`config.mk`:
```
export PLATFORM = sky130hd
export DESIGN_NAME = spi_master_cfg
export DESIGN_NICKNAME = d
export VERILOG_FILES = /design/src/rtl/spi_master_cfg.sv
export SDC_FILE = /design/constraint.sdc
export NUM_CORES = 1
export LEC_CHECK = 0
export BUFFER_PORTS_ARGS = -buffer_cell sky130_fd_sc_hd__buf_2
export CAP_MARGIN = 20
export CORE_MARGIN = 10
export CORE_UTILIZATION = 50
export CTS_BUF_LIST = sky130_fd_sc_hd__clkbuf_16
export DETAILED_ROUTE_END_ITERATION = 7
export PLACE_DENSITY = 0.71
export SYNTH_ARGS = -nofsm -noshare
export SYNTH_HDL_FRONTEND = slang
export SYNTH_SLANG_ARGS = --single-unit
```
`constraint.sdc`:
```
create_clock -name clk -period 4 [get_ports clk]
set_input_delay 0.8 -clock clk [delete_from_list [all_inputs] [get_ports clk]]
set_output_delay 0.8 -clock clk [all_outputs]
set_load 0.02 [all_outputs]
```
`src/rtl/spi_master_cfg.sv`:
```
`default_nettype none
// ============================================================================
// Module   : spi_master_cfg
// Purpose  : Parametrised SPI master. Each accepted start sends one frame in
//            one of the four CPOL/CPHA modes and captures MISO at the same
//            time (full duplex). A start/busy/done handshake frames the
//            transfer, and a bits-remaining counter is exposed.
// Revision : 1.0 - initial release
// ----------------------------------------------------------------------------
// Parameters
//   DATA_W     frame width in bits (2..32)
//   DIV        clk cycles per SCLK half-period (>=1)
//   MSB_FIRST  1 = MSB shifted first, 0 = LSB shifted first
// Ports
//   clk        in   system clock, rising edge
//   rst        in   synchronous active-high reset
//   start      in   transfer request, sampled only in IDLE
//   mode       in   {CPOL,CPHA}, latched when start is accepted
//   tx_data    in   frame to send, latched when start is accepted
//   spi_miso   in   serial data from slave
//   loopback   in   (SPI_LOOPBACK_EN only) sample MOSI instead of MISO
//   busy       out  high from the cycle after acceptance until done
//   done       out  one-cycle completion pulse
//   rx_data    out  captured frame, updated with done and held
//   spi_cs     out  active-low chip select
//   spi_sclk   out  serial clock
//   spi_mosi   out  serial data to slave
//   bit_cnt    out  bits remaining in the current frame
// Build option
//   SPI_LOOPBACK_EN  adds the loopback input and the sampling mux
// ============================================================================
module spi_master_cfg #(
   parameter int DATA_W    = 16,
   parameter int DIV       = 2,
   parameter int MSB_FIRST = 1
) (
   input  logic                         clk,
   input  logic                         rst,
   input  logic                         start,
   input  logic [1:0]                   mode,
   input  logic [DATA_W-1:0]            tx_data,
   input  logic                         spi_miso,
`ifdef SPI_LOOPBACK_EN
   input  logic                         loopback,
`endif
   output logic                         busy,
   output logic                         done,
   output logic [DATA_W-1:0]            rx_data,
   output logic                         spi_cs,
   output logic                         spi_sclk,
   output logic                         spi_mosi,
   output logic [$clog2(DATA_W+1)-1:0]  bit_cnt
);

   localparam int c_CNT_W  = $clog2(DATA_W + 1);
   localparam int c_EDGE_W = $clog2(2 * DATA_W + 1);
   localparam int c_DIV_W  = (DIV > 1) ? $clog2(DIV) : 1;

   localparam logic [c_DIV_W-1:0]  c_DIV_LAST  = c_DIV_W'(DIV - 1);
   localparam logic [c_EDGE_W-1:0] c_EDGE_LAST = c_EDGE_W'(2 * DATA_W - 1);
   localparam logic [c_EDGE_W-1:0] c_EDGE_ONE  = c_EDGE_W'(1);
   localparam logic [c_DIV_W-1:0]  c_DIV_ONE   = c_DIV_W'(1);
   localparam logic [c_CNT_W-1:0]  c_BITS      = c_CNT_W'(DATA_W);
   localparam logic [c_CNT_W-1:0]  c_CNT_ONE   = c_CNT_W'(1);

   typedef enum logic [1:0] {
      S_IDLE  = 2'd0,
      S_XFER  = 2'd1,
      S_TRAIL = 2'd2
   } state_t;

   // ------------------------------------------------------------------
   // Bit-order helpers: the transmit word is consumed from its "head"
   // end, the receive word is filled from the opposite end so that the
   // first bit on the wire lands in the same position it left from.
   // ------------------------------------------------------------------
   function automatic logic head_bit(input logic [DATA_W-1:0] v);
      return (MSB_FIRST != 0) ? v[DATA_W-1] : v[0];
   endfunction

   function automatic logic [DATA_W-1:0] drop_head(input logic [DATA_W-1:0] v);
      return (MSB_FIRST != 0) ? {v[DATA_W-2:0], 1'b0} : {1'b0, v[DATA_W-1:1]};
   endfunction

   function automatic logic [DATA_W-1:0] push_bit(input logic [DATA_W-1:0] v,
                                                  input logic              b);
      return (MSB_FIRST != 0) ? {v[DATA_W-2:0], b} : {b, v[DATA_W-1:1]};
   endfunction

   // ------------------------------------------------------------------
   // State
   // ------------------------------------------------------------------
   state_t                state_q,    state_d;
   logic [c_DIV_W-1:0]    div_cnt_q,  div_cnt_d;
   logic [c_EDGE_W-1:0]   edge_cnt_q, edge_cnt_d;
   logic                  cpol_q,     cpol_d;
   logic                  cpha_q,     cpha_d;
   logic [DATA_W-1:0]     tx_sh_q,    tx_sh_d;
   logic [DATA_W-1:0]     rx_sh_q,    rx_sh_d;
   logic [DATA_W-1:0]     rx_data_q,  rx_data_d;
   logic [c_CNT_W-1:0]    bit_cnt_q,  bit_cnt_d;
   logic                  busy_q,     busy_d;
   logic                  done_q,     done_d;
   logic                  cs_q,       cs_d;
   logic                  sclk_q,     sclk_d;
   logic                  mosi_q,     mosi_d;

   logic                  w_rx_in;
   logic                  w_tick;
   logic                  w_lead;
   logic                  w_last;
   logic                  w_sample;

`ifdef SPI_LOOPBACK_EN
   // Loopback taps the registered MOSI; it is stable across every sampling
   // edge, so the captured frame equals the transmitted one.
   assign w_rx_in = loopback ? mosi_q : spi_miso;
`else
   assign w_rx_in = spi_miso;
`endif

   // Half-period expiry, and the classification of the toggle about to be
   // issued: toggle number edge_cnt_q+1, odd = leading, last = 2*DATA_W.
   assign w_tick   = (div_cnt_q == c_DIV_LAST);
   assign w_lead   = ~edge_cnt_q[0];
   assign w_last   = (edge_cnt_q == c_EDGE_LAST);
   // CPHA=0 samples on leading edges, CPHA=1 on trailing edges.
   assign w_sample = w_lead ^ cpha_q;

   // ------------------------------------------------------------------
   // State register
   // ------------------------------------------------------------------
   always_ff @(posedge clk) begin
      if (rst) begin
         state_q    <= S_IDLE;
         div_cnt_q  <= '0;
         edge_cnt_q <= '0;
         cpol_q     <= 1'b0;
         cpha_q     <= 1'b0;
         tx_sh_q    <= '0;
         rx_sh_q    <= '0;
         rx_data_q  <= '0;
         bit_cnt_q  <= c_BITS;
         busy_q     <= 1'b0;
         done_q     <= 1'b0;
         cs_q       <= 1'b1;
         sclk_q     <= 1'b0;
         mosi_q     <= 1'b0;
      end else begin
         state_q    <= state_d;
         div_cnt_q  <= div_cnt_d;
         edge_cnt_q <= edge_cnt_d;
         cpol_q     <= cpol_d;
         cpha_q     <= cpha_d;
         tx_sh_q    <= tx_sh_d;
         rx_sh_q    <= rx_sh_d;
         rx_data_q  <= rx_data_d;
         bit_cnt_q  <= bit_cnt_d;
         busy_q     <= busy_d;
         done_q     <= done_d;
         cs_q       <= cs_d;
         sclk_q     <= sclk_d;
         mosi_q     <= mosi_d;
      end
   end

   // ------------------------------------------------------------------
   // Next-state logic
   // ------------------------------------------------------------------
   always_comb begin
      state_d    = state_q;
      div_cnt_d  = div_cnt_q;
      edge_cnt_d = edge_cnt_q;
      cpol_d     = cpol_q;
      cpha_d     = cpha_q;
      tx_sh_d    = tx_sh_q;
      rx_sh_d    = rx_sh_q;
      rx_data_d  = rx_data_q;
      bit_cnt_d  = bit_cnt_q;
      busy_d     = busy_q;
      done_d     = 1'b0;
      cs_d       = cs_q;
      sclk_d     = sclk_q;
      mosi_d     = mosi_q;

      case (state_q)
         S_IDLE: begin
            cs_d       = 1'b1;
            busy_d     = 1'b0;
            sclk_d     = cpol_q;
            bit_cnt_d  = c_BITS;
            div_cnt_d  = '0;
            edge_cnt_d = '0;
            if (start) begin
               state_d = S_XFER;
               cpol_d  = mode[1];
               cpha_d  = mode[0];
               sclk_d  = mode[1];
               cs_d    = 1'b0;
               busy_d  = 1'b1;
               rx_sh_d = '0;
               if (!mode[0]) begin
                  // CPHA=0: first bit must be on the line before the
                  // first (sampling) edge.
                  mosi_d  = head_bit(tx_data);
                  tx_sh_d = drop_head(tx_data);
               end else begin
                  tx_sh_d = tx_data;
               end
            end
         end

         S_XFER: begin
            if (w_tick) begin
               div_cnt_d  = '0;
               edge_cnt_d = edge_cnt_q + c_EDGE_ONE;
               sclk_d     = ~sclk_q;
               if (w_sample) begin
                  rx_sh_d   = push_bit(rx_sh_q, w_rx_in);
                  bit_cnt_d = bit_cnt_q - c_CNT_ONE;
               end else if (!w_last) begin
                  // Only CPHA=0 reaches the final edge as a non-sampling
                  // edge; there is no bit left to shift there.
                  mosi_d  = head_bit(tx_sh_q);
                  tx_sh_d = drop_head(tx_sh_q);
               end
               if (w_last) begin
                  state_d = S_TRAIL;
               end
            end else begin
               div_cnt_d = div_cnt_q + c_DIV_ONE;
            end
         end

         S_TRAIL: begin
            // SCLK already rests at CPOL after an even number of toggles;
            // hold CS low for one more half-period.
            if (w_tick) begin
               state_d    = S_IDLE;
               div_cnt_d  = '0;
               edge_cnt_d = '0;
               cs_d       = 1'b1;
               busy_d     = 1'b0;
               done_d     = 1'b1;
               rx_data_d  = rx_sh_q;
               bit_cnt_d  = c_BITS;
            end else begin
               div_cnt_d = div_cnt_q + c_DIV_ONE;
            end
         end

         default: begin
            state_d = S_IDLE;
         end
      endcase
   end

   assign busy     = busy_q;
   assign done     = done_q;
   assign rx_data  = rx_data_q;
   assign spi_cs   = cs_q;
   assign spi_sclk = sclk_q;
   assign spi_mosi = mosi_q;
   assign bit_cnt  = bit_cnt_q;

endmodule
`default_nettype wire

```
## Word level (Yosys, flattened, before mapping)

Index checks and enable logic that the tools add are counted.

- Memory bits (read-only): 0
- Word-level logic and storage cells: 89
- Memories: 0
- Bits in registers: 69
- Output and inout bits: 26
- Bits in latches: 0
- Memory bits (writable): 0
- Input bits: 22

- Reductions and logical operators: 17
- Muxes and demuxes: 40
- Bitwise operators: 4
- Multiply operators: 0
- Divide/modulo/power cells: 0
- Shift-type cells: 0
- $add $sub $neg: 3
- Eq/ne operators: 11
- Magnitude comparators: 0

Operators with widths:

| cell | number |
|---|---|
| 16-bit 2-to-1 mux | 8 |
| 16-bit one-hot mux with 2 select lines | 2 |
| 6-bit one-hot mux with 3 select lines | 1 |
| 2-bit != test, second input constant | 8 |
| 5-bit 2-to-1 mux | 3 |
| 5-bit one-hot mux with 3 select lines | 1 |
| 1-bit 2-to-1 mux | 13 |
| 6-bit 2-to-1 mux | 2 |
| 4-bit AND reduction | 3 |
| 1-bit one-hot mux with 2 select lines | 5 |
| 2-bit 2-to-1 mux | 4 |
| 2-bit AND reduction | 4 |
| 6-bit by 1-bit adder with 6-bit output, second input constant | 1 |
| 6-bit by 5-bit equality test with 1-bit output, second input constant | 1 |
| 2-bit one-hot mux with 3 select lines | 1 |
| 6-bit AND reduction | 1 |
| 2-bit nonzero test | 3 |
| 5-bit AND reduction | 1 |
| 5-bit by 1-bit subtractor with 5-bit output, second input constant | 1 |
| 2-bit OR reduction | 2 |
| 1-bit NOT | 3 |
| 3-bit AND reduction | 1 |
| 3-bit nonzero test | 1 |
| 2-bit by 1-bit equality test with 1-bit output, second input constant | 1 |
| other kinds (4) | 4 |

## Logic depth before layout (Yosys ltp)

Gate-level depths: netlist of run 1.

- Depth after elaboration: 5
- Depth in mapped cells: 8
- Depth with buffers taken out: 6

## Worst setup path before layout of run 1

Ideal clock, no wire load.

- Path type: input port to flip-flop
- Start: input mode[0]
- End: register tx_sh_q[0]
- Library setup time: 0.072 ns
- Data required time: 3.928 ns
- Stages on the path: 4
- Path slack: 2.131 ns
- Arrival: 1.797 ns
- Buffers on the path: 2
- Cell sequence: buf_2 -> buf_2 -> or4bb_1 -> mux2i_1

- Longest elaborated chain between the ends: 3

Ends and longest elaborated chain:

| item | line | RTL |
|---|---|---|
| start: declaration | 40 | `input logic [1:0] mode,` |
| 16-bit 2-to-1 mux | 202 | `if (!mode[0]) begin` |
| 16-bit 2-to-1 mux | 194 | `if (start) begin` |
| 16-bit one-hot mux with 2 select lines | 186 | `case (state_q)` |
| end signal: assignment | 155 | `tx_sh_q <= tx_sh_d;` |
| end: declaration | 98 | `logic [DATA_W-1:0] tx_sh_q, tx_sh_d;` |

No other way between the ends. The select of a mux whose other input is x is not followed.
A chain may end at the register's enable or synchronous reset.

## Final worst setup path of run 1

- Start: register state_q[0]
- End: register tx_sh_q[6]

- Longest elaborated chain between the ends: 3
- Elaborated cells between the ends (all ways): 9
- Classes of those cells: eq/ne (5); mux (1); reduce/logical (3)

Ends and longest elaborated chain:

| item | line | RTL |
|---|---|---|
| start: declaration | 93 | `state_t state_q, state_d;` |
| start signal: assignment | 150 | `state_q <= state_d;` |
| 2-bit by 1-bit equality test with 1-bit output or 2-bit zero test (tied branches) | 186 |  |
| 2-bit != test (no source line) or 2-bit nonzero test (tied branches) | n/a |  |
| 5-bit AND reduction (no source line) | n/a |  |

Several ways; a longest one is shown, not always the timed one.

==> key figures, run 1 <==
Status
  • Run status: finished, final reports clean

Synth
  • Synthesized area: 3190 um2
  • Register area share after synthesis: 0.433
  • Per-instance average area after synthesis: 9.22 um2
  • Area fraction of the dominant cell type after synthesis: 0.433
  • Yosys warnings: 0
  • Async SR Flop Fraction: 0
  • Post-synth EDFFs: 0
  • Register bit total from synthesis: 69
  • Cell taking the most area after synthesis: dfxtp_1
  • Number of cells produced by synthesis: 346
  • Count of cell types in the netlist: 43
  • Primary FF master, synth: dfxtp_1
  • Post-synthesis net count: 374
  • Synth area leaders: dfxtp_1 43%, mux2i_1 11%, nand2b_1 10%, a22o_1 4.4%, nand2_1 3.3%

Power and ir drop
  • Post-layout power: 2.06 mW
  • Maximum vdd ir drop: 0.437 mV
  • Static power due to leakage: 1.55 nW
  • Areal power density over the cells: 554 nW/um2

CTS
  • Total of hold buffers inserted after clock tree synthesis: 0
  • Clock tree root driver cell: clkbuf_16
  • Total clock buffers created by CTS: 9
  • Clock tree from TritonCTS: yes
  • Number of clock sinks seen by CTS: 69
  • Number of buffers on the longest clock path: 2
  • CTS clock-pin slew for the worst setup and hold paths: 60 ps
  • H-tree level count: 3
  • Setup repair bufs after CTS: 0
  • Insertion delay of the later-clocked pin in the worst-skew pair: 330 ps
  • Post-CTS sizing: 0

STA
  • RSZ-0062 raised after global routing: false
  • Max-slew headroom: 0.319
  • Clock period minus final worst setup slack: 2350 ps
  • Number of setup violations in the final report: 0
  • Final setup skew: 5.33 ps
  • Slew @ Worst Pin: 1020 ps
  • Ratio of final minimum period to clock period: 0.588
  • Final setup slack of the worst path: 1650 ps
  • Achievable Freq: 425 MHz
  • Total count of max-transition violations in the final report: 0
  • Total negative slack for setup checks: 0 ps
  • Final hold vios: 0

Die
  • Rows: 29
  • Die boundary width: 99.9 um
  • Overall die area: 9970 um2
  • Initial standard-cell utilization of the core: 0.508
  • Core Area: 6280 um2
  • IO Count: 48
  • DIE HEIGHT: 99.9 um

Placed design
  • Area after DPL: 3410 um2
  • Post-placement worst setup slack: 1420 ps
  • Port Buffers: 47
  • Gp weighted congestion: 0.757
  • HPWL after detailed placement: 4360 um
  • Cells after DPL: 448

Global route
  • Antenna violations before repair: 0
  • Maximum number of pins on one net before global-route repair: 68
  • Sum of overflow across all layers after global routing: 0
  • Number of global-route vias before repair: 2409
  • Wire length of the first global-routing pass: 10800 um
  • GRT Util Overall: 0.129

Route
  • DRC violation count after routing: 0
  • Routed length per placed instance: 13.7 um
  • Vias/cell: 5.38
  • Vias: 2504
  • DRC marker count from the first detailed-route iteration: 115
  • Antenna Violating Nets Remaining: 0
  • First-pass detailed-route iteration total: 5
  • Final wirelength: 6350 um

Setup path
  • Capture point of the worst reg-to-reg path: tx_sh_q[6]$_SDFFE_PP0P_
  • Data required time at the worst endpoint: 4240 ps
  • Critical path depth in cells: 6
  • Slowest stage delay, CP: 780 ps
  • Worst path arrival time: 2590 ps
  • Cell type group with the largest total delay on the critical path: compound AO/OA/AOI/OAI gates
  • Path type of the worst setup path: flip-flop to flip-flop
  • Critical path's slowest cell: o22a_1
  • CP Buf/Inv Count: 1
  • Depth of the worst register-to-register path: 6
  • Critical-path maximum fanout: 17
  • Reg-to-reg slack, setup: 1650 ps
  • Sort of element at the start of the critical path: flip-flop
  • Critical Path, Cell by Cell: inv_1 -> ha_1 -> nand2b_1 -> nand4_1 -> o22a_1 -> mux2i_1
  • R2r startpoint: state_q[0]$_SDFFE_PP0P_
  • Critical path endpoint category: flip-flop

Final layout
  • Number of cells in the finished layout apart from fillers: 465
  • Ant diodes: 0
  • Post-route cell area: 3720 um2
  • Final layout net count: 411
  • Area delta synth->final: 16.6%
  • Number of fillers in the final layout: 574
  • Ratio of cells with drive above 1 in the final layout: 0.178

Min path
  • Min-delay src: cpol_q$_SDFFE_PP0P_
  • Worst min-delay path endpoint: cpol_q$_SDFFE_PP0P_
  • Path class of the lowest-slack min-delay path: flip-flop to flip-flop
  • Number of cells traversed by the worst hold path: 2

Flow run
  • Number of max-capacitance violations reported: 0
==> power by group <==
group | internal, mW | switching [mW]
clock network | 0.484 | 0.297
logic | 0.182 | 0.283
registers | 0.757 | 0.0577
total | 1.42 | 0.638
==> cell usage in the layout, fill, tap and decap left out, drive strengths merged, types with 2 or more instances in the layout <==
master / Yosys / routed
clkbuf: 16 / 9
nand3: 6 / 6
xnor2: 5 / 5
xor2: 3 / 3
o32ai: 3 / 3
nor4: 5 / 5
o21ai: 20 / 20
clkinv: 0 / 4
nand4b: 2 / 2
inv: 8 / 9
ha: 6 / 6
nor2: 16 / 16
mux2i: 35 / 35
o22ai: 14 / 14
nor3: 2 / 2
buf: 7 / 49
a22o: 16 / 16
dfxtp: 69 / 69
nand4: 2 / 2
a21oi: 14 / 14
nand2: 28 / 28
nand2b: 52 / 52
==> flip-flops by register name, indices dropped and copies added (netlist names), 2 cells and up <==
name / count
rx_data: 16
rx_sh_q: 16
state_q: 2
bit_cnt: 5
edge_cnt_q: 6
tx_sh_q: 16
==> cell families (layout without fill, tap and decap cells) <==
group / Yosys count / in the layout / synth area share
flip-flops: 69 / 69 / 0.433
AND/OR/NAND/NOR: 122 / 122 / 0.208
buffers and inverters: 31 / 73 / 0.0455
multiplexers: 35 / 35 / 0.110
AO/OA/AOI/OAI: 75 / 75 / 0.156
XOR/XNOR: 8 / 8 / 0.0243
adder cells (fa/ha/maj): 6 / 6 / 0.0235
==> synthesized netlist by cell type, types with 2 or more instances <==
cell type and instances:
a22o_1 16, nand2b_1 52, dfxtp_1 69, o32ai_1 3, nor2_1 16, nand4b_1 2
o21ai_0 20, a21oi_1 13, ha_1 6, nor3_1 2, nor4_1 5, buf_2 4
xnor2_1 5, nand2_1 28, mux2i_1 35, o22ai_1 14, nand4_1 2, clkbuf_1 16
inv_1 8, xor2_1 2, nand3_1 6
==> metal layers <==
metal,vias to the layer above,GRT usage,share of wire
li1,1288,-,-
met5,-,0,0
met1,1151,0.153,0.46
met4,0,0.0485,0.017
met3,12,0.0522,0.062
met2,53,0.204,0.46
==> how the worst max path moves through the flow <==
stage | from | endpoint | slack (ps)
2_1_floorplan | mode[0] | tx_sh_q[0]$_SDFFE_PP0P_ | 2130
3_3_place_gp | rst | rx_data[1]$_SDFFE_PP0P_ | 1470
3_5_place_dp | rst | rx_data[10]$_SDFFE_PP0P_ | 1420
4_1_cts | state_q[0]$_SDFFE_PP0P_ | tx_sh_q[6]$_SDFFE_PP0P_ | 1650
5_1_grt | state_q[0]$_SDFFE_PP0P_ | tx_sh_q[6]$_SDFFE_PP0P_ | 1370
6_report | state_q[0]$_SDFFE_PP0P_ | tx_sh_q[6]$_SDFFE_PP0P_ | 1650
==> stage by stage <==
| stage | util | hold slack (ps) |
|---|---|---|
| after CTS | 0.591 | 469 |
| after global routing | 0.593 | 487 |
| final | 0.593 | 467 |
| after global placement | 0.544 | 447 |
| after floorplan | - | 436 |
| after detailed placement | 0.544 | 454 |
==> worst register-to-register path, delay by kind of cell (launching register included) <==
kind	cells	cell delay, ps
muxes	1	310
AOI/OAI and AO/OA	1	780
adders and majority gates	1	390
and+or+nand+nor	2	350
DFF	1	340
buffers and inverters	1	90
==> final cells by class <==
type	count	area, um2	area share
Multi-Input combinational cell	246	1660	0.447
Sequential cell	69	1380	0.371
Timing Repair Buffer	49	250	0.0673
Clock buffer	9	225	0.0605
Tap cell	77	96.3	0.0259
Clock inverter	7	73.8	0.0198
Inverter	8	30.0	0.00807
(Power assumes the default switching activity.)
==> run 2: changes to the inputs <==
- clock period: 4 -> 2.23 ns (I/O delays scaled with it)
==> key figures, run 2 (synthesis gave the netlist of run 1 again) <==
Route
  • DRC marker count from the first detailed-route iteration: 119 (+3.5%)
  • Wl on met1: 3090 um (+6.6%)
  • Detail Route met2 WL: 3100 um (+5.2%)
  • Routed length per placed instance: 14.2 um (+4.0%)
  • DRC violation count after routing: 0 (unchanged)
  • Final wirelength: 6700 um (+5.5%)
  • Antenna Violating Nets Remaining: 0 (unchanged)
  • DR top layer: met4
  • First-pass detailed-route iteration total: 4 (-1)
  • Met3 WL: 371 um (-6.3%)
  • Vias: 2507 (+0.12%)
  • Vias/cell: 5.31 (-1.4%)

Power and ir drop
  • Maximum vdd ir drop: 0.681 mV (+56%)
  • Static power due to leakage: 1.59 nW (+2.7%)
  • Areal power density over the cells: 1010 nW/um2 (+82%)
  • Post-layout power: 3.81 mW (+85%)

STA
  • Total negative slack for setup checks: 0 ps (unchanged)
  • Final hold vios: 0 (unchanged)
  • Slew @ Worst Pin: 600 ps (-418 ps)
  • Clock period minus final worst setup slack: 1920 ps (-434 ps)
  • Final setup skew: 5.34 ps (+0.00461 ps)
  • Ratio of final minimum period to clock period: 0.860 (+0.272)
  • Total count of max-transition violations in the final report: 0 (unchanged)
  • Number of setup violations in the final report: 0 (unchanged)
  • Achievable Freq: 521 MHz (+23%)
  • Max-slew headroom: 0.598 (+0.280)
  • RSZ-0062 raised after global routing: false

Global route
  • Number of global-route vias before repair: 2526 (+4.9%)
  • Maximum number of pins on one net before global-route repair: 45 (-34%)
  • Antenna violations before repair: 0 (unchanged)
  • Wire length of the first global-routing pass: 11700 um (+7.9%)
  • Sum of overflow across all layers after global routing: 0 (unchanged)
  • GRT Util Overall: 0.141 (+0.0121)

Die
  • Core Area: 6280 um2 (unchanged)
  • Rows: 29 (unchanged)
  • Die boundary width: 99.9 um (unchanged)
  • Initial standard-cell utilization of the core: 0.508 (unchanged)
  • DIE HEIGHT: 99.9 um (unchanged)
  • Overall die area: 9970 um2 (unchanged)
  • IO Count: 48 (unchanged)

Final layout
  • Seq. cell area: 1380 um2 (unchanged)
  • Final layout net count: 418 (+1.7%)
  • Area taken by multi-input logic gates: 1660 um2 (unchanged)
  • Number of fillers in the final layout: 544 (-5.2%)
  • Ratio of cells with drive above 1 in the final layout: 0.182 (+0.00444)
  • Area delta synth->final: 18.7%
  • Most frequent standard cell in the layout excluding fill and tap cells: dfxtp_1
  • Ant diodes: 0 (unchanged)
  • Highest-count cells in the layout ignoring fill and taps: 69 x dfxtp_1, 52 x nand2b_1, 47 x buf_2, 35 x mux2i_1, 28 x nand2_1
  • Number of cells in the finished layout apart from fillers: 472 (+1.5%)

Setup path
  • Path type of the worst setup path: flip-flop to flip-flop
  • Worst path arrival time: 2170 ps (-420 ps)
  • Critical-path maximum fanout: 17 (unchanged)
  • Data required time at the worst endpoint: 2480 ps (-1760 ps)
  • Critical path endpoint category: flip-flop
  • Sort of element at the start of the critical path: flip-flop

CTS
  • Clock tree from TritonCTS: yes
  • Clock tree root driver cell: clkbuf_16
  • Total of hold buffers inserted after clock tree synthesis: 0 (unchanged)
  • Number of buffers on the longest clock path: 2 (unchanged)
  • Insertion delay of the later-clocked pin in the worst-skew pair: 330 ps (about the same)
  • Number of clock sinks seen by CTS: 69 (unchanged)
  • H-tree level count: 3 (unchanged)
  • Post-CTS sizing: 0 (unchanged)
  • CTS clock-pin slew for the worst setup and hold paths: 50 ps (about the same)
  • Setup repair bufs after CTS: 0 (unchanged)
  • Total clock buffers created by CTS: 9 (unchanged)

Placed design
  • Gp weighted congestion: 0.808 (+6.8%)
  • Cells after DPL: 455 (+1.6%)
  • Port Buffers: 47 (unchanged)
  • HPWL after detailed placement: 4580 um (+5.2%)

Flow run
  • Number of max-capacitance violations reported: 0 (unchanged)

Min path
  • Path class of the lowest-slack min-delay path: input pin to flip-flop

Status
  • Run status: finished, final reports clean
-- run 2: cell types whose count changed in the layout (fill, tap and decap cells not counted), sizes merged --
| cell | previous run | this run |
|---|---|---|
| buf | 49 | 56 |
| clkinv | 4 | 2 |
| bufinv | 1 | 2 |
| inv | 9 | 10 |
-- run 2: report_power, final --
| part | switching, mW | internal (mW) | total, mW |
|---|---|---|---|
| Combinational | 0.541 | 0.359 | 0.900 |
| Sequential | 0.0902 | 1.36 | 1.45 |
| Clock | 0.503 | 0.962 | 1.46 |
-- run 2: final cells by class --
class / instances / area share
Multi-Input combinational cell: 246 / 0.439
Sequential cell: 69 / 0.365
Timing Repair Buffer: 56 / 0.0810
Clock buffer: 9 / 0.0595
Tap cell: 77 / 0.0255
Clock inverter: 7 / 0.0218
Inverter: 8 / 0.00793
-- run 2: metrics by stage --
| step | hold WS (ps) | cell area, um2 | utilization | worst slack (ps) |
|---|---|---|---|---|
| global placement | 444 | 3470 | 0.552 | 391 |
| CTS | 394 | 3770 | 0.601 | 291 |
| detailed placement | 454 | 3470 | 0.552 | 295 |
| finish | 398 | 3780 | 0.603 | 311 |
| global route | 430 | 3780 | 0.603 | 134 |
| floorplan | 436 | 3190 | - | 515 |
-- run 2: critical path, cell delays in order (launching register included) --
cell,delay (ps)
dfxtp_1,340
inv_1,90
ha_1,370
nand2b_1,190
nand4_1,160
o22a_1,130
buf_4,290
mux2i_1,250
-- run 2: path summary, 6_finish.rpt --
| path | end | cells past startpoint | startpoint | slack [ps] |
|---|---|---|---|---|
| worst max-delay path | tx_sh_q[2]$_SDFFE_PP0P_ | 7 | state_q[0]$_SDFFE_PP0P_ | 310 |
| worst min-delay path | rx_sh_q[0]$_SDFFE_PP0P_ | 3 | spi_miso | 400 |
| worst max register to register | tx_sh_q[2]$_SDFFE_PP0P_ | 7 | state_q[0]$_SDFFE_PP0P_ | 310 |
| worst min register to register | rx_data[11]$_SDFFE_PP0P_ | 1 | rx_sh_q[11]$_SDFFE_PP0P_ | 470 |
-- run 2: routing by layer --
layer / global-route usage / vias to the layer above
li1: - / 1306
met1: 0.166 / 1148
met2: 0.221 / 42
met3: 0.0529 / 11
met4: 0.0706 / 0
met5: 0 / -
==> run 3: changes to the inputs <==
- BUFFER_PORTS_ARGS: -buffer_cell sky130_fd_sc_hd__buf_2 -> -buffer_cell sky130_fd_sc_hd__clkbuf_2
==> key figures, run 3 (synthesis gave the netlist of run 1 again) <==
Placed design
  • HPWL after detailed placement: 4620 um (+0.74%)
  • Post-placement worst setup slack: 299 ps (+4.51 ps)
  • Gp weighted congestion: 0.860 (+6.3%)
  • Cells after DPL: 457 (+0.44%)
  • Port Buffers: 47 (unchanged)

Status
  • Run status: finished, final reports clean

Power and ir drop
  • Clock power share: 0.385 (about the same)
  • Combinational group share of total power: 0.236 (about the same)
  • Proportion of power drawn by flip-flops and latches: 0.379 (about the same)
  • Internal power summed over all cells: 2.70 mW (+0.74%)
  • Maximum vdd ir drop: 0.699 mV (+2.6%)
  • Static power due to leakage: 1.58 nW (-0.42%)
  • Areal power density over the cells: 1010 nW/um2 (+0.66%)
  • Power spent charging and discharging nets: 1.16 mW (+2.2%)
  • Switching power as a share of total power: 0.300 (+0.00292)

Global route
  • Antenna violations before repair: 0 (unchanged)
  • GRT Util Overall: 0.134 (-0.00677)
  • Number of global-route vias before repair: 2573 (+1.9%)
  • Maximum number of pins on one net before global-route repair: 51 (+13%)
  • Sum of overflow across all layers after global routing: 0 (unchanged)
  • Wire length of the first global-routing pass: 11400 um (-2.7%)

Die
  • Initial standard-cell utilization of the core: 0.508 (unchanged)
  • Rows: 29 (unchanged)
  • Overall die area: 9970 um2 (unchanged)
  • Core Area: 6280 um2 (unchanged)
  • IO Count: 48 (unchanged)
  • DIE HEIGHT: 99.9 um (unchanged)
  • Die boundary width: 99.9 um (unchanged)

CTS
  • Number of clock sinks seen by CTS: 69 (unchanged)
  • H-tree level count: 3 (unchanged)
  • Clock tree from TritonCTS: yes
  • CTS clock-pin slew for the worst setup and hold paths: 60 ps (about the same)
  • Insertion delay of the later-clocked pin in the worst-skew pair: 330 ps (about the same)
  • Total clock buffers created by CTS: 9 (unchanged)
  • Number of buffers on the longest clock path: 2 (unchanged)
  • Post-CTS sizing: 0 (unchanged)
  • Setup repair bufs after CTS: 0 (unchanged)
  • Clock tree root driver cell: clkbuf_16
  • Total of hold buffers inserted after clock tree synthesis: 0 (unchanged)

Route
  • Antenna Violating Nets Remaining: 0 (unchanged)
  • Vias: 2580 (+2.9%)
  • Final wirelength: 6660 um (-0.55%)
  • Vias/cell: 5.44 (+2.5%)
  • Routed length per placed instance: 14.1 um (-0.97%)
  • First-pass detailed-route iteration total: 4 (unchanged)
  • DRC violation count after routing: 0 (unchanged)
  • DRC marker count from the first detailed-route iteration: 145 (+22%)

STA
  • WHS: 364 ps (-34.3 ps)
  • Number of setup violations in the final report: 0 (unchanged)
  • Achievable Freq: 514 MHz (-1.5%)
  • RSZ-0062 raised after global routing: false
  • Final setup skew: 4.51 ps (-0.833 ps)
  • Total negative slack for setup checks: 0 ps (unchanged)
  • Ratio of final minimum period to clock period: 0.873 (+0.0128)
  • Total count of max-transition violations in the final report: 0 (unchanged)
  • Clock period minus final worst setup slack: 1950 ps (+28.6 ps)
  • Slew @ Worst Pin: 577 ps (-23.7 ps)
  • Final hold vios: 0 (unchanged)
  • Max-slew headroom: 0.615 (+0.0173)
  • Final setup slack of the worst path: 283 ps (-28.6 ps)

Final layout
  • Number of fillers in the final layout: 562 (+3.3%)
  • Ant diodes: 0 (unchanged)
  • Highest-count cells in the layout ignoring fill and taps: 69 x dfxtp_1, 52 x nand2b_1, 47 x clkbuf_2, 35 x mux2i_1, 28 x nand2_1
  • Area delta synth->final: 19.3%
  • Area taken by multi-input logic gates: 1660 um2 (unchanged)
  • Most frequent standard cell in the layout excluding fill and tap cells: dfxtp_1
  • Final layout net count: 420 (+0.48%)
  • Final cell utilization of the core: 0.606 (+0.00299)
  • Number of cells in the finished layout apart from fillers: 474 (+0.42%)
  • Ratio of cells with drive above 1 in the final layout: 0.194 (+0.0117)
  • Seq. cell area: 1380 um2 (unchanged)

Setup path
  • R2r startpoint: state_q[0]$_SDFFE_PP0P_
  • Slowest stage delay, CP: 400 ps (+30 ps)
  • CP Launch Point: state_q[0]$_SDFFE_PP0P_
  • Critical Path, Cell by Cell: inv_1 -> ha_1 -> nand2b_1 -> nand4_1 -> o22a_1 -> buf_4 -> mux2i_1
  • Critical-path maximum fanout: 17 (unchanged)
  • Worst path arrival time: 2200 ps (+30 ps)
  • Sort of element at the start of the critical path: flip-flop
  • Depth of the worst register-to-register path: 7 (unchanged)
  • Path type of the worst setup path: flip-flop to flip-flop
  • Data required time at the worst endpoint: 2480 ps (about the same)
  • Critical path endpoint category: flip-flop
  • Critical path's slowest cell: ha_1

Min path
  • Min-delay src: spi_miso
  • Number of cells traversed by the worst hold path: 3 (unchanged)
  • Path class of the lowest-slack min-delay path: input pin to flip-flop

Flow run
  • Number of max-capacitance violations reported: 0 (unchanged)
==> run 3: path summary, 6_finish.rpt <==
check | endpoint | slack (ps)
min | rx_sh_q[0]$_SDFFE_PP0P_ | 360
min reg2reg | cpol_q$_SDFFE_PP0P_ | 460
max | tx_sh_q[5]$_SDFFE_PP0P_ | 280
max reg2reg | tx_sh_q[5]$_SDFFE_PP0P_ | 280
==> run 3: metrics by stage <==
step / power, mW / cell area, um2
3_3_place_gp: 2.37 / 3470
2_1_floorplan: 2.17 / 3190
5_1_grt: 4.05 / 3800
3_5_place_dp: 2.39 / 3480
4_1_cts: 3.89 / 3800
6_report: 3.86 / 3800
==> run 3: critical path, delay by kind of cell (launching register included) <==
kind            cells  cell delay, ps
flops               1             340
simple gates        2             380
buf+inv             2             390
mux                 1             230
compound gates      1             130
fa+ha+maj           1             400
==> run 3: routing by layer <==
metal,wire [um],up-vias,track usage
met5,0,-,0
met4,153,0,0.0695
met3,311,17,0.0371
met2,3050,53,0.219
met1,3150,1190,0.158
li1,-,1320,-
==> run 3: area by class of cell <==
type                            instances  share of cell area
Timing Repair Buffer                   58              0.0836
Tap cell                               77              0.0253
Clock inverter                          7              0.0237
Multi-Input combinational cell        246               0.437
Inverter                                8             0.00789
Sequential cell                        69               0.363
Clock buffer                            9              0.0592
==> run 3: power by group through the flow <==
stage | clock network [mW] | logic, mW | registers [mW]
after floorplan | 0 | 0.680 | 1.49
after global placement | 0 | 0.888 | 1.48
after detailed placement | 0 | 0.907 | 1.49
after CTS | 1.51 | 0.914 | 1.46
after global routing | 1.56 | 1.01 | 1.48
final | 1.49 | 0.910 | 1.46
